===== src/rtl/instruction_fetch_unit_pkg.sv =====
// ----------------------------------------------------------------------------
// mips_fetch_pkg
// Shared constants and types for the instruction fetch unit:
//   ADDR_W            instruction address width
//   MEM_LAST          highest valid instruction word index
//   BASE_P0..BASE_P2  start addresses of the three resident programs
//   fetch_state_t     fetch FSM states
//   PSEL_*            program_sel encodings
//   program_base()    maps a legal program_sel to its start address
// ----------------------------------------------------------------------------
package mips_fetch_pkg;

  localparam int ADDR_W = 10;

  localparam logic [ADDR_W-1:0] MEM_LAST = 10'd80;
  localparam logic [ADDR_W-1:0] BASE_P0  = 10'd1;   // fibonacci
  localparam logic [ADDR_W-1:0] BASE_P1  = 10'd15;  // factorial
  localparam logic [ADDR_W-1:0] BASE_P2  = 10'd30;  // synthetic
  localparam logic [ADDR_W-1:0] PC_ONE   = 10'd1;

  typedef enum logic [1:0] {
    IDLE  = 2'd0,
    FETCH = 2'd1,
    HALT  = 2'd2
  } fetch_state_t;

  localparam logic [1:0] PSEL_FIB     = 2'd0;
  localparam logic [1:0] PSEL_FACT    = 2'd1;
  localparam logic [1:0] PSEL_SYN     = 2'd2;
  localparam logic [1:0] PSEL_ILLEGAL = 2'd3;

  // Start address of the selected program; the illegal code maps to 0 and is
  // never used because the caller rejects it first.
  function automatic logic [ADDR_W-1:0] program_base(input logic [1:0] sel);
    logic [ADDR_W-1:0] base;
    case (sel)
      PSEL_FIB:  base = BASE_P0;
      PSEL_FACT: base = BASE_P1;
      PSEL_SYN:  base = BASE_P2;
      default:   base = 10'd0;
    endcase
    return base;
  endfunction

endpackage


===== src/rtl/instruction_fetch_unit_if.sv =====
// ----------------------------------------------------------------------------
// instruction_fetch_unit_if
// Bundles the fetch unit's control, memory and IF/ID signals.
//   start, program_sel       program launch request
//   stall, redirect_*        hold / branch requests from decode/execute
//   halt_req                 stop fetching
//   address, instrucao       instruction memory read port
//   if_instr, if_pc, if_valid  IF/ID register
//   running, fetch_err, fetch_count  status
// modport master: the fetch unit itself.  modport slave: its environment.
// ----------------------------------------------------------------------------
interface instruction_fetch_unit_if;
  import mips_fetch_pkg::*;

  logic              start;
  logic [1:0]        program_sel;
  logic              stall;
  logic              redirect_valid;
  logic [ADDR_W-1:0] redirect_target;
  logic              halt_req;
  logic [ADDR_W-1:0] address;
  logic [31:0]       instrucao;
  logic [31:0]       if_instr;
  logic [ADDR_W-1:0] if_pc;
  logic              if_valid;
  logic              running;
  logic              fetch_err;
  logic [15:0]       fetch_count;

  modport master (
    input  start, program_sel, stall, redirect_valid, redirect_target,
           halt_req, instrucao,
    output address, if_instr, if_pc, if_valid, running, fetch_err, fetch_count
  );

  modport slave (
    output start, program_sel, stall, redirect_valid, redirect_target,
           halt_req, instrucao,
    input  address, if_instr, if_pc, if_valid, running, fetch_err, fetch_count
  );

endinterface


===== src/rtl/instruction_fetch_unit_next_pc.sv =====
// ----------------------------------------------------------------------------
// fetch_next_pc
// Combinational next-PC selection with the fetch priority
// halt_req > redirect_valid > stall > sequential.
//   inputs : state, pc, start, program_sel, halt_req, redirect_valid,
//            redirect_target, stall
//   outputs: pc_next   PC for the next cycle
//            squash    accepted redirect; the word at the current pc is dropped
//            range_err redirect target beyond MEM_LAST
// ----------------------------------------------------------------------------
module fetch_next_pc
  import mips_fetch_pkg::*;
(
  input  fetch_state_t      state,
  input  logic [ADDR_W-1:0] pc,
  input  logic              start,
  input  logic [1:0]        program_sel,
  input  logic              halt_req,
  input  logic              redirect_valid,
  input  logic [ADDR_W-1:0] redirect_target,
  input  logic              stall,
  output logic [ADDR_W-1:0] pc_next,
  output logic              squash,
  output logic              range_err
);

  // Priority mux for the next PC and the redirect qualifiers.
  always_comb begin
    pc_next   = pc;
    squash    = 1'b0;
    range_err = 1'b0;
    case (state)
      FETCH: begin
        if (halt_req) begin
          pc_next = pc;
        end else if (redirect_valid) begin
          if (redirect_target <= MEM_LAST) begin
            pc_next = redirect_target;
            squash  = 1'b1;
          end else begin
            range_err = 1'b1;
          end
        end else if (stall) begin
          pc_next = pc;
        end else if (pc == MEM_LAST) begin
          // last word: capture it but do not wrap
          pc_next = pc;
        end else begin
          pc_next = pc + PC_ONE;
        end
      end
      IDLE, HALT: begin
        if (start && (program_sel != PSEL_ILLEGAL)) begin
          pc_next = program_base(program_sel);
        end else begin
          pc_next = pc;
        end
      end
      default: pc_next = pc;
    endcase
  end

endmodule


===== src/rtl/instruction_fetch_unit.sv =====
// ----------------------------------------------------------------------------
// instruction_fetch_unit
// Fetch stage: owns the PC, drives the instruction memory address and
// registers the returned word into the IF/ID register.
//   clock  system clock (rising edge)
//   reset  asynchronous, active-low
//   bus    instruction_fetch_unit_if.master (control, memory, IF/ID, status)
// Optional build macro FETCH_COUNT_EN enables the saturating fetch_count
// counter; without it fetch_count is tied to zero.
// ----------------------------------------------------------------------------
module instruction_fetch_unit
  import mips_fetch_pkg::*;
(
  input  logic                      clock,
  input  logic                      reset,
  instruction_fetch_unit_if.master  bus
);

  fetch_state_t      state_r;
  fetch_state_t      state_next_s;
  logic [ADDR_W-1:0] pc_r;
  logic [ADDR_W-1:0] pc_next_s;
  logic              squash_s;
  logic              range_err_s;
  logic              start_ok_s;
  logic              capture_s;
  logic              if_valid_next_s;
  logic              err_set_s;
  logic [31:0]       if_instr_r;
  logic [ADDR_W-1:0] if_pc_r;
  logic              if_valid_r;
  logic              fetch_err_r;
  logic              running_r;

  // start is only honoured outside FETCH and with a legal program code
  assign start_ok_s = (state_r != FETCH) && bus.start && (bus.program_sel != PSEL_ILLEGAL);

  fetch_next_pc u_next_pc (
    .state           (state_r),
    .pc              (pc_r),
    .start           (bus.start),
    .program_sel     (bus.program_sel),
    .halt_req        (bus.halt_req),
    .redirect_valid  (bus.redirect_valid),
    .redirect_target (bus.redirect_target),
    .stall           (bus.stall),
    .pc_next         (pc_next_s),
    .squash          (squash_s),
    .range_err       (range_err_s)
  );

  // FSM state register.
  always_ff @(posedge clock or negedge reset) begin
    if (!reset) begin
      state_r <= IDLE;
    end else begin
      state_r <= state_next_s;
    end
  end

  // FSM next-state logic.
  always_comb begin
    state_next_s = state_r;
    case (state_r)
      IDLE, HALT: begin
        if (start_ok_s) state_next_s = FETCH;
        else            state_next_s = state_r;
      end
      FETCH: begin
        if (bus.halt_req)                     state_next_s = HALT;
        else if (range_err_s)                 state_next_s = HALT;
        else if (squash_s || bus.stall)       state_next_s = FETCH;
        else if (pc_r == MEM_LAST)            state_next_s = HALT;
        else                                  state_next_s = FETCH;
      end
      default: state_next_s = IDLE;
    endcase
  end

  // FSM output decode: IF/ID capture, valid and error-set strobes.
  always_comb begin
    capture_s       = 1'b0;
    if_valid_next_s = 1'b0;
    err_set_s       = 1'b0;
    case (state_r)
      FETCH: begin
        if (bus.halt_req) begin
          if_valid_next_s = 1'b0;
        end else if (squash_s || range_err_s) begin
          if_valid_next_s = 1'b0;
          err_set_s       = range_err_s;
        end else if (bus.stall) begin
          if_valid_next_s = if_valid_r;
        end else begin
          capture_s       = 1'b1;
          if_valid_next_s = 1'b1;
        end
      end
      IDLE, HALT: begin
        if_valid_next_s = 1'b0;
        err_set_s       = bus.start && (bus.program_sel == PSEL_ILLEGAL);
      end
      default: if_valid_next_s = 1'b0;
    endcase
  end

  // PC, IF/ID register and status flags.
  always_ff @(posedge clock or negedge reset) begin
    if (!reset) begin
      pc_r        <= 10'd0;
      if_instr_r  <= 32'd0;
      if_pc_r     <= 10'd0;
      if_valid_r  <= 1'b0;
      fetch_err_r <= 1'b0;
      running_r   <= 1'b0;
    end else begin
      pc_r        <= pc_next_s;
      if_valid_r  <= if_valid_next_s;
      fetch_err_r <= fetch_err_r | err_set_s;
      running_r   <= (state_next_s == FETCH);
      if (capture_s) begin
        if_instr_r <= bus.instrucao;
        if_pc_r    <= pc_r;
      end
    end
  end

`ifdef FETCH_COUNT_EN
  logic [15:0] fetch_count_r;

  // Saturating count of captured instructions, cleared by an accepted start.
  always_ff @(posedge clock or negedge reset) begin
    if (!reset) begin
      fetch_count_r <= 16'd0;
    end else if (start_ok_s) begin
      fetch_count_r <= 16'd0;
    end else if (capture_s && (fetch_count_r != 16'hFFFF)) begin
      fetch_count_r <= fetch_count_r + 16'd1;
    end
  end

  assign bus.fetch_count = fetch_count_r;
`else
  assign bus.fetch_count = 16'h0000;
`endif

  assign bus.address   = pc_r;
  assign bus.if_instr  = if_instr_r;
  assign bus.if_pc     = if_pc_r;
  assign bus.if_valid  = if_valid_r;
  assign bus.running   = running_r;
  assign bus.fetch_err = fetch_err_r;

endmodule


===== src/flat_wrapper.sv =====
// flat-port wrapper written by rule: the top's interface ports become plain ports
module instruction_fetch_unit_flat import mips_fetch_pkg::*;
  (clock, reset, bus_start, bus_program_sel, bus_stall, bus_redirect_valid, bus_redirect_target, bus_halt_req, bus_instrucao, bus_address, bus_if_instr, bus_if_pc, bus_if_valid, bus_running, bus_fetch_err, bus_fetch_count);
  instruction_fetch_unit_if bus_i ();
  input  logic clock;
  input  logic reset;
  input wire logic [$bits(bus_i.start)-1:0] bus_start;
  input wire logic [$bits(bus_i.program_sel)-1:0] bus_program_sel;
  input wire logic [$bits(bus_i.stall)-1:0] bus_stall;
  input wire logic [$bits(bus_i.redirect_valid)-1:0] bus_redirect_valid;
  input wire logic [$bits(bus_i.redirect_target)-1:0] bus_redirect_target;
  input wire logic [$bits(bus_i.halt_req)-1:0] bus_halt_req;
  input wire logic [$bits(bus_i.instrucao)-1:0] bus_instrucao;
  output wire logic [$bits(bus_i.address)-1:0] bus_address;
  output wire logic [$bits(bus_i.if_instr)-1:0] bus_if_instr;
  output wire logic [$bits(bus_i.if_pc)-1:0] bus_if_pc;
  output wire logic [$bits(bus_i.if_valid)-1:0] bus_if_valid;
  output wire logic [$bits(bus_i.running)-1:0] bus_running;
  output wire logic [$bits(bus_i.fetch_err)-1:0] bus_fetch_err;
  output wire logic [$bits(bus_i.fetch_count)-1:0] bus_fetch_count;
  assign bus_i.start = bus_start;
  assign bus_i.program_sel = bus_program_sel;
  assign bus_i.stall = bus_stall;
  assign bus_i.redirect_valid = bus_redirect_valid;
  assign bus_i.redirect_target = bus_redirect_target;
  assign bus_i.halt_req = bus_halt_req;
  assign bus_i.instrucao = bus_instrucao;
  assign bus_address = bus_i.address;
  assign bus_if_instr = bus_i.if_instr;
  assign bus_if_pc = bus_i.if_pc;
  assign bus_if_valid = bus_i.if_valid;
  assign bus_running = bus_i.running;
  assign bus_fetch_err = bus_i.fetch_err;
  assign bus_fetch_count = bus_i.fetch_count;
  instruction_fetch_unit u_core (.clock(clock), .reset(reset), .bus(bus_i));
endmodule

===== config.mk =====
export PLATFORM = sky130hd
export DESIGN_NAME = instruction_fetch_unit_flat
export DESIGN_NICKNAME = d
export VERILOG_FILES = /design/src/rtl/instruction_fetch_unit_pkg.sv /design/src/rtl/instruction_fetch_unit_if.sv /design/src/rtl/instruction_fetch_unit_next_pc.sv /design/src/rtl/instruction_fetch_unit.sv /design/src/flat_wrapper.sv
export SDC_FILE = /design/constraint.sdc
export NUM_CORES = 1
export LEC_CHECK = 0
export ABC_AREA = 1
export ABC_CLOCK_PERIOD_IN_PS = 1610
export CAP_MARGIN = 20
export CORE_ASPECT_RATIO = 1.5
export CORE_MARGIN = 8
export CORE_UTILIZATION = 40
export DETAILED_ROUTE_END_ITERATION = 6
export GPL_TIMING_DRIVEN = 0
export PLACE_DENSITY = 0.77
export SLEW_MARGIN = 10
export SYNTH_ARGS = -nofsm -noshare
export SYNTH_HDL_FRONTEND = slang
export SYNTH_SLANG_ARGS = --single-unit

===== constraint.sdc =====
create_clock -name clock -period 1.61 [get_ports clock]
set_clock_uncertainty 0.15 [all_clocks]
set_input_delay 0.161 -clock clock [delete_from_list [all_inputs] [get_ports clock]]
set_output_delay 0.161 -clock clock [all_outputs]
set_load 0.05 [all_outputs]

==> results.md <==
- Setup repair after global routing could not meet its margin everywhere.
- The global-route usage over all layers is around 17%.
- The critical path's slowest cell is dfrtp_2.
- Grouping stages by cell kind, the critical path spends the most delay in simple AND/OR/NAND/NOR gates.
- The number of global-route vias before repair is 2938.
- The clock network fraction of design power is 18.5%.
- The total vias in the final route is 2695.
- The remaining global-route overflow is 0.
- The effective utilization at floorplan is 40.86%.
- After detailed routing, the number of remaining DRC violations is 0.
- The number of antenna cells inserted is 0.
- The number of hold violations in the final report came to 0.
- In the layout the commonest cells are dfrtp_1 (52), dlygate4sd2_1 (50), nand2_1 (48).
- The run finished, with violations left.
- The half-perimeter wire length of the detailed placement result is 6344 um.
- In this run the horizontal extent of the chip is 87.54 um.
- Across all hold checks on the routed design, the worst slack comes to 63.09 ps.
- For this design the top-level I/O count stands at 121.
- The global-route wire length before repair is 14130 um.
- STA puts the critical path data arrival time at 1770 ps.
- The pre-antenna-repair detailed-routing pass consisted of 6 iterations.
- The placeable core area is 7515 um^2.
- The initial antenna violation count was 0.
- Dividing the detail-routed via count by the number of cells gives 4.787.
- The number of max-capacitance violations reported is 0.
- Buffers placed on the I/O ports in this run total slightly above 100.
- Synthesis produced roughly 310 cells.
- The number of setup violations in the final report is 45.
- For this block, the routed nets add up to 8986 um of wire.
- The cell type contributing the most total cell area after synthesis is dfrtp_1.
- After routing the design area is 4920 um^2.
- The class of the tightest hold or removal check is primary input to flip-flop.
- The height of the die is 123.3 um.
- Of the available clock period, the critical path in the final layout requires 106.1%.
- The per-instance average area after synthesis is 9.937 um^2.
- STA classifies the critical path startpoint as a flip-flop.
- The largest single stage delay on the critical path is 420 ps.
- The class of the most critical setup path is flip-flop to flip-flop.
- The clock tree from TritonCTS is done.
- The synthesized design contains between 50 and 60 register bits.
- The area added between synthesis and finish is 60.23%.
- Yosys mapped the design onto 26 distinct sky130hd cell types.
- After clock tree synthesis, the clock-pin slew on the worst setup and hold paths is approximately 50 ps.
- The die covers roughly 11000 um^2.
- Setup slack on the critical path of the routed design comes to -98.40 ps.
- The leakage power of the design is ~2.5 nW.
- The power density of the placed cells is just over 2000 nW/um^2.
- The number of placement rows is 39.
- Data on the critical path is required at its endpoint by 1670 ps.
- Traced cell by cell, the critical path runs through inv_2 > ha_4 > inv_4 > nor2_4 > nand2_2 > nor2_2 > nand3_2 > nand3_4 > buf_6 > nand2_2 > inv_2 > nor2_1.
- Sequential cells were found to cover 46.45% of the synthesized design area.
- Leaving out fill and tap cells, the most frequent cell in the layout is dfrtp_1.
- Timing would allow up to 0.5853 GHz.
- The clock net in this run drives a total of 57 sinks.
- By area the synthesized netlist is led by dfrtp_1 (46%), mux2_4 (16%), nand2_1 (6.7%).
- Measured against its own limit, the worst slew margin works out to around 52%.
- Sequential cells account for 25.0% of the total power.
- The pin count of the biggest net entering global routing is 58.
- The clock period minus worst slack is approximately 1700 ps.
- The fraction of layout cells with a size suffix above 1 is approximately 32%.
- The switching part of the total power is ~48%.
- The actual transition at the worst max-transition pin is 727.0 ps.
- In this run the remaining antenna-violating nets after routing total 0.
- The number of buffers and inverters on the critical path is 4.
- The checks that failed: negative setup slack.
- The final RePlAce weighted congestion is 0.8897.
- The later-pin clock latency in the skew report is 320 ps.
- The share of synthesized area in the top cell type comes to around 46%.
- The CTS buffer count is 9.
- The maximum buffer depth of the clock tree is 2.
- The endpoint class of the critical path is a flip-flop.
- The cell at the root of the clock tree is clkbuf_16.
- The depth of the CTS H-tree is 3.
- The DRC violation total after the first TritonRoute iteration is 72.
- Cell internal power was estimated by the tool at ~5.3 mW.
- The wire length per cell is 15.96 um.
- The number of pins exceeding their max-slew limit in the final report is 0.
- The combinational cell fraction of total power is 56.5%.
- The placed instances occupy a cell area of approximately 4300 um^2.
- The critical-path maximum fanout is 5.
- VDD sags by at most 0.8052 mV.
- The final net count is 513.
- The power dissipated by switching net loads is between 4 and 5 mW.
- The Yosys step of the flow raised 0 warnings.
- Summing every instance area after synthesis gives between 3000 and 4000 um^2.
## flip-flops by register name, summed over array words and instances, names as in the netlist
register and flops:
u_core.state_r 2, u_core.bus.address 10, u_core.bus.if_valid 1, u_core.bus.fetch_err 1, u_core.bus.running 1, u_core.bus.if_pc 10
u_core.bus.if_instr 32
## Yosys cell counts
| cell type | count |
|---|---|
| nand3_4 | 1 |
| conb_1 | 1 |
| dfrtp_1 | 57 |
| mux2_4 | 32 |
| buf_4 | 17 |
| a21oi_1 | 7 |
| ha_1 | 7 |
| nand4_1 | 4 |
| mux2_2 | 2 |
| o21ai_0 | 25 |
| nand2_1 | 55 |
| nor3_1 | 3 |
| nand3_1 | 18 |
| nor2_1 | 22 |
| nand3_2 | 1 |
| inv_1 | 35 |
| o21ai_2 | 3 |
| a31oi_1 | 1 |
| buf_6 | 6 |
| clkbuf_1 | 1 |
| or2_2 | 2 |
| buf_2 | 3 |
| xor2_1 | 3 |
| nand2_4 | 1 |
| inv_2 | 1 |
| nor2_4 | 1 |
## stage by stage
step / util, % / std cells / worst slack, ps / power, mW / setup TNS (ps)
2_1_floorplan: - / 324 / -147.4 / 6.199 / -1160
3_3_place_gp: 57.19 / 529 / -1759 / 7.930 / -96990
3_5_place_dp: 57.16 / 529 / -503.7 / 8.036 / -8037
4_1_cts: 63.14 / 560 / -132.0 / 9.905 / -1041
5_1_grt: 65.47 / 563 / -163.6 / 10.57 / -4202
6_report: 65.47 / 563 / -98.40 / 10.11 / -1736
## layout make-up
class / instances / area (um^2)
fill: 618 / 2595
inverter: 36 / 137.6
timing repair buffer: 121 / 1150
sequential: 57 / 1433
clock buffer: 11 / 242.7
multi-input combinational: 204 / 1534
tap: 102 / 127.6
buffer: 27 / 240.2
clock inverter: 5 / 55.05
## final timing paths
| kind | startpoint | end | slack, ps | depth (start not counted) |
|---|---|---|---|---|
| max | u_core.bus.address[0]$_DFFE_PN0P_ | u_core.bus.address[4]$_DFFE_PN0P_ | -100 | 12 |
| min | bus_redirect_valid | u_core.bus.if_valid$_DFFE_PN0P_ | 60 | 4 |
| max reg2reg | u_core.bus.address[0]$_DFFE_PN0P_ | u_core.bus.address[4]$_DFFE_PN0P_ | -100 | 12 |
| min reg2reg | u_core.bus.if_pc[6]$_DFFE_PN0P_ | u_core.bus.if_pc[6]$_DFFE_PN0P_ | 340 | 2 |
| max in group asynchronous | reset | u_core.bus.address[4]$_DFFE_PN0P_ | 500 | 2 |
| min in group asynchronous | reset | u_core.bus.address[1]$_DFFE_PN0P_ | 300 | 2 |
## tightest hold or removal path: stages
cell     delay (ps)
buf_4           150
nor2_4           70
nand3_1          60
nand2_1          50
## per-layer routing
layer | GRT usage, % | part of all wire [%] | up-vias
li1 | - | - | 1260
met1 | 16.88 | 36 | 1281
met2 | 29.97 | 54 | 125
met3 | 4.724 | 6.7 | 29
met4 | 10.81 | 3.8 | 0
met5 | 0 | 0 | -
## cells by family after synthesis
logic type	count (synthesis)	synth area share, %
buffers and inverters	63	11.37
xor gates and xnor gates	3	0.8559
other	1	0.1221
adders and majority gates	7	2.852
AOI/OAI and AO/OA	36	6.276
and+or+nand+nor	108	15.69
DFF	57	46.45
muxes	34	16.38
## timing repair
item / CTS / global route
pin swaps: 7 / 11
endpoints found under the setup margin: 65 / 55
hold buffers: 1 / 0
resized for setup: 90 / 41
cloned: 1 / 1
setup buffers: 13 / 4
endpoints found under the hold margin: 57 / 0
## power by group through the flow
stage	Clock (mW)	Combinational (mW)	Sequential, mW
after CTS	1.90	5.49	2.51
final	1.87	5.71	2.53
after floorplan	0	1.48	4.72
after detailed placement	0	5.48	2.56
after global placement	0	5.42	2.51
after global routing	1.97	5.99	2.61
No activity file was read; power rests on OpenSTA's default activity.
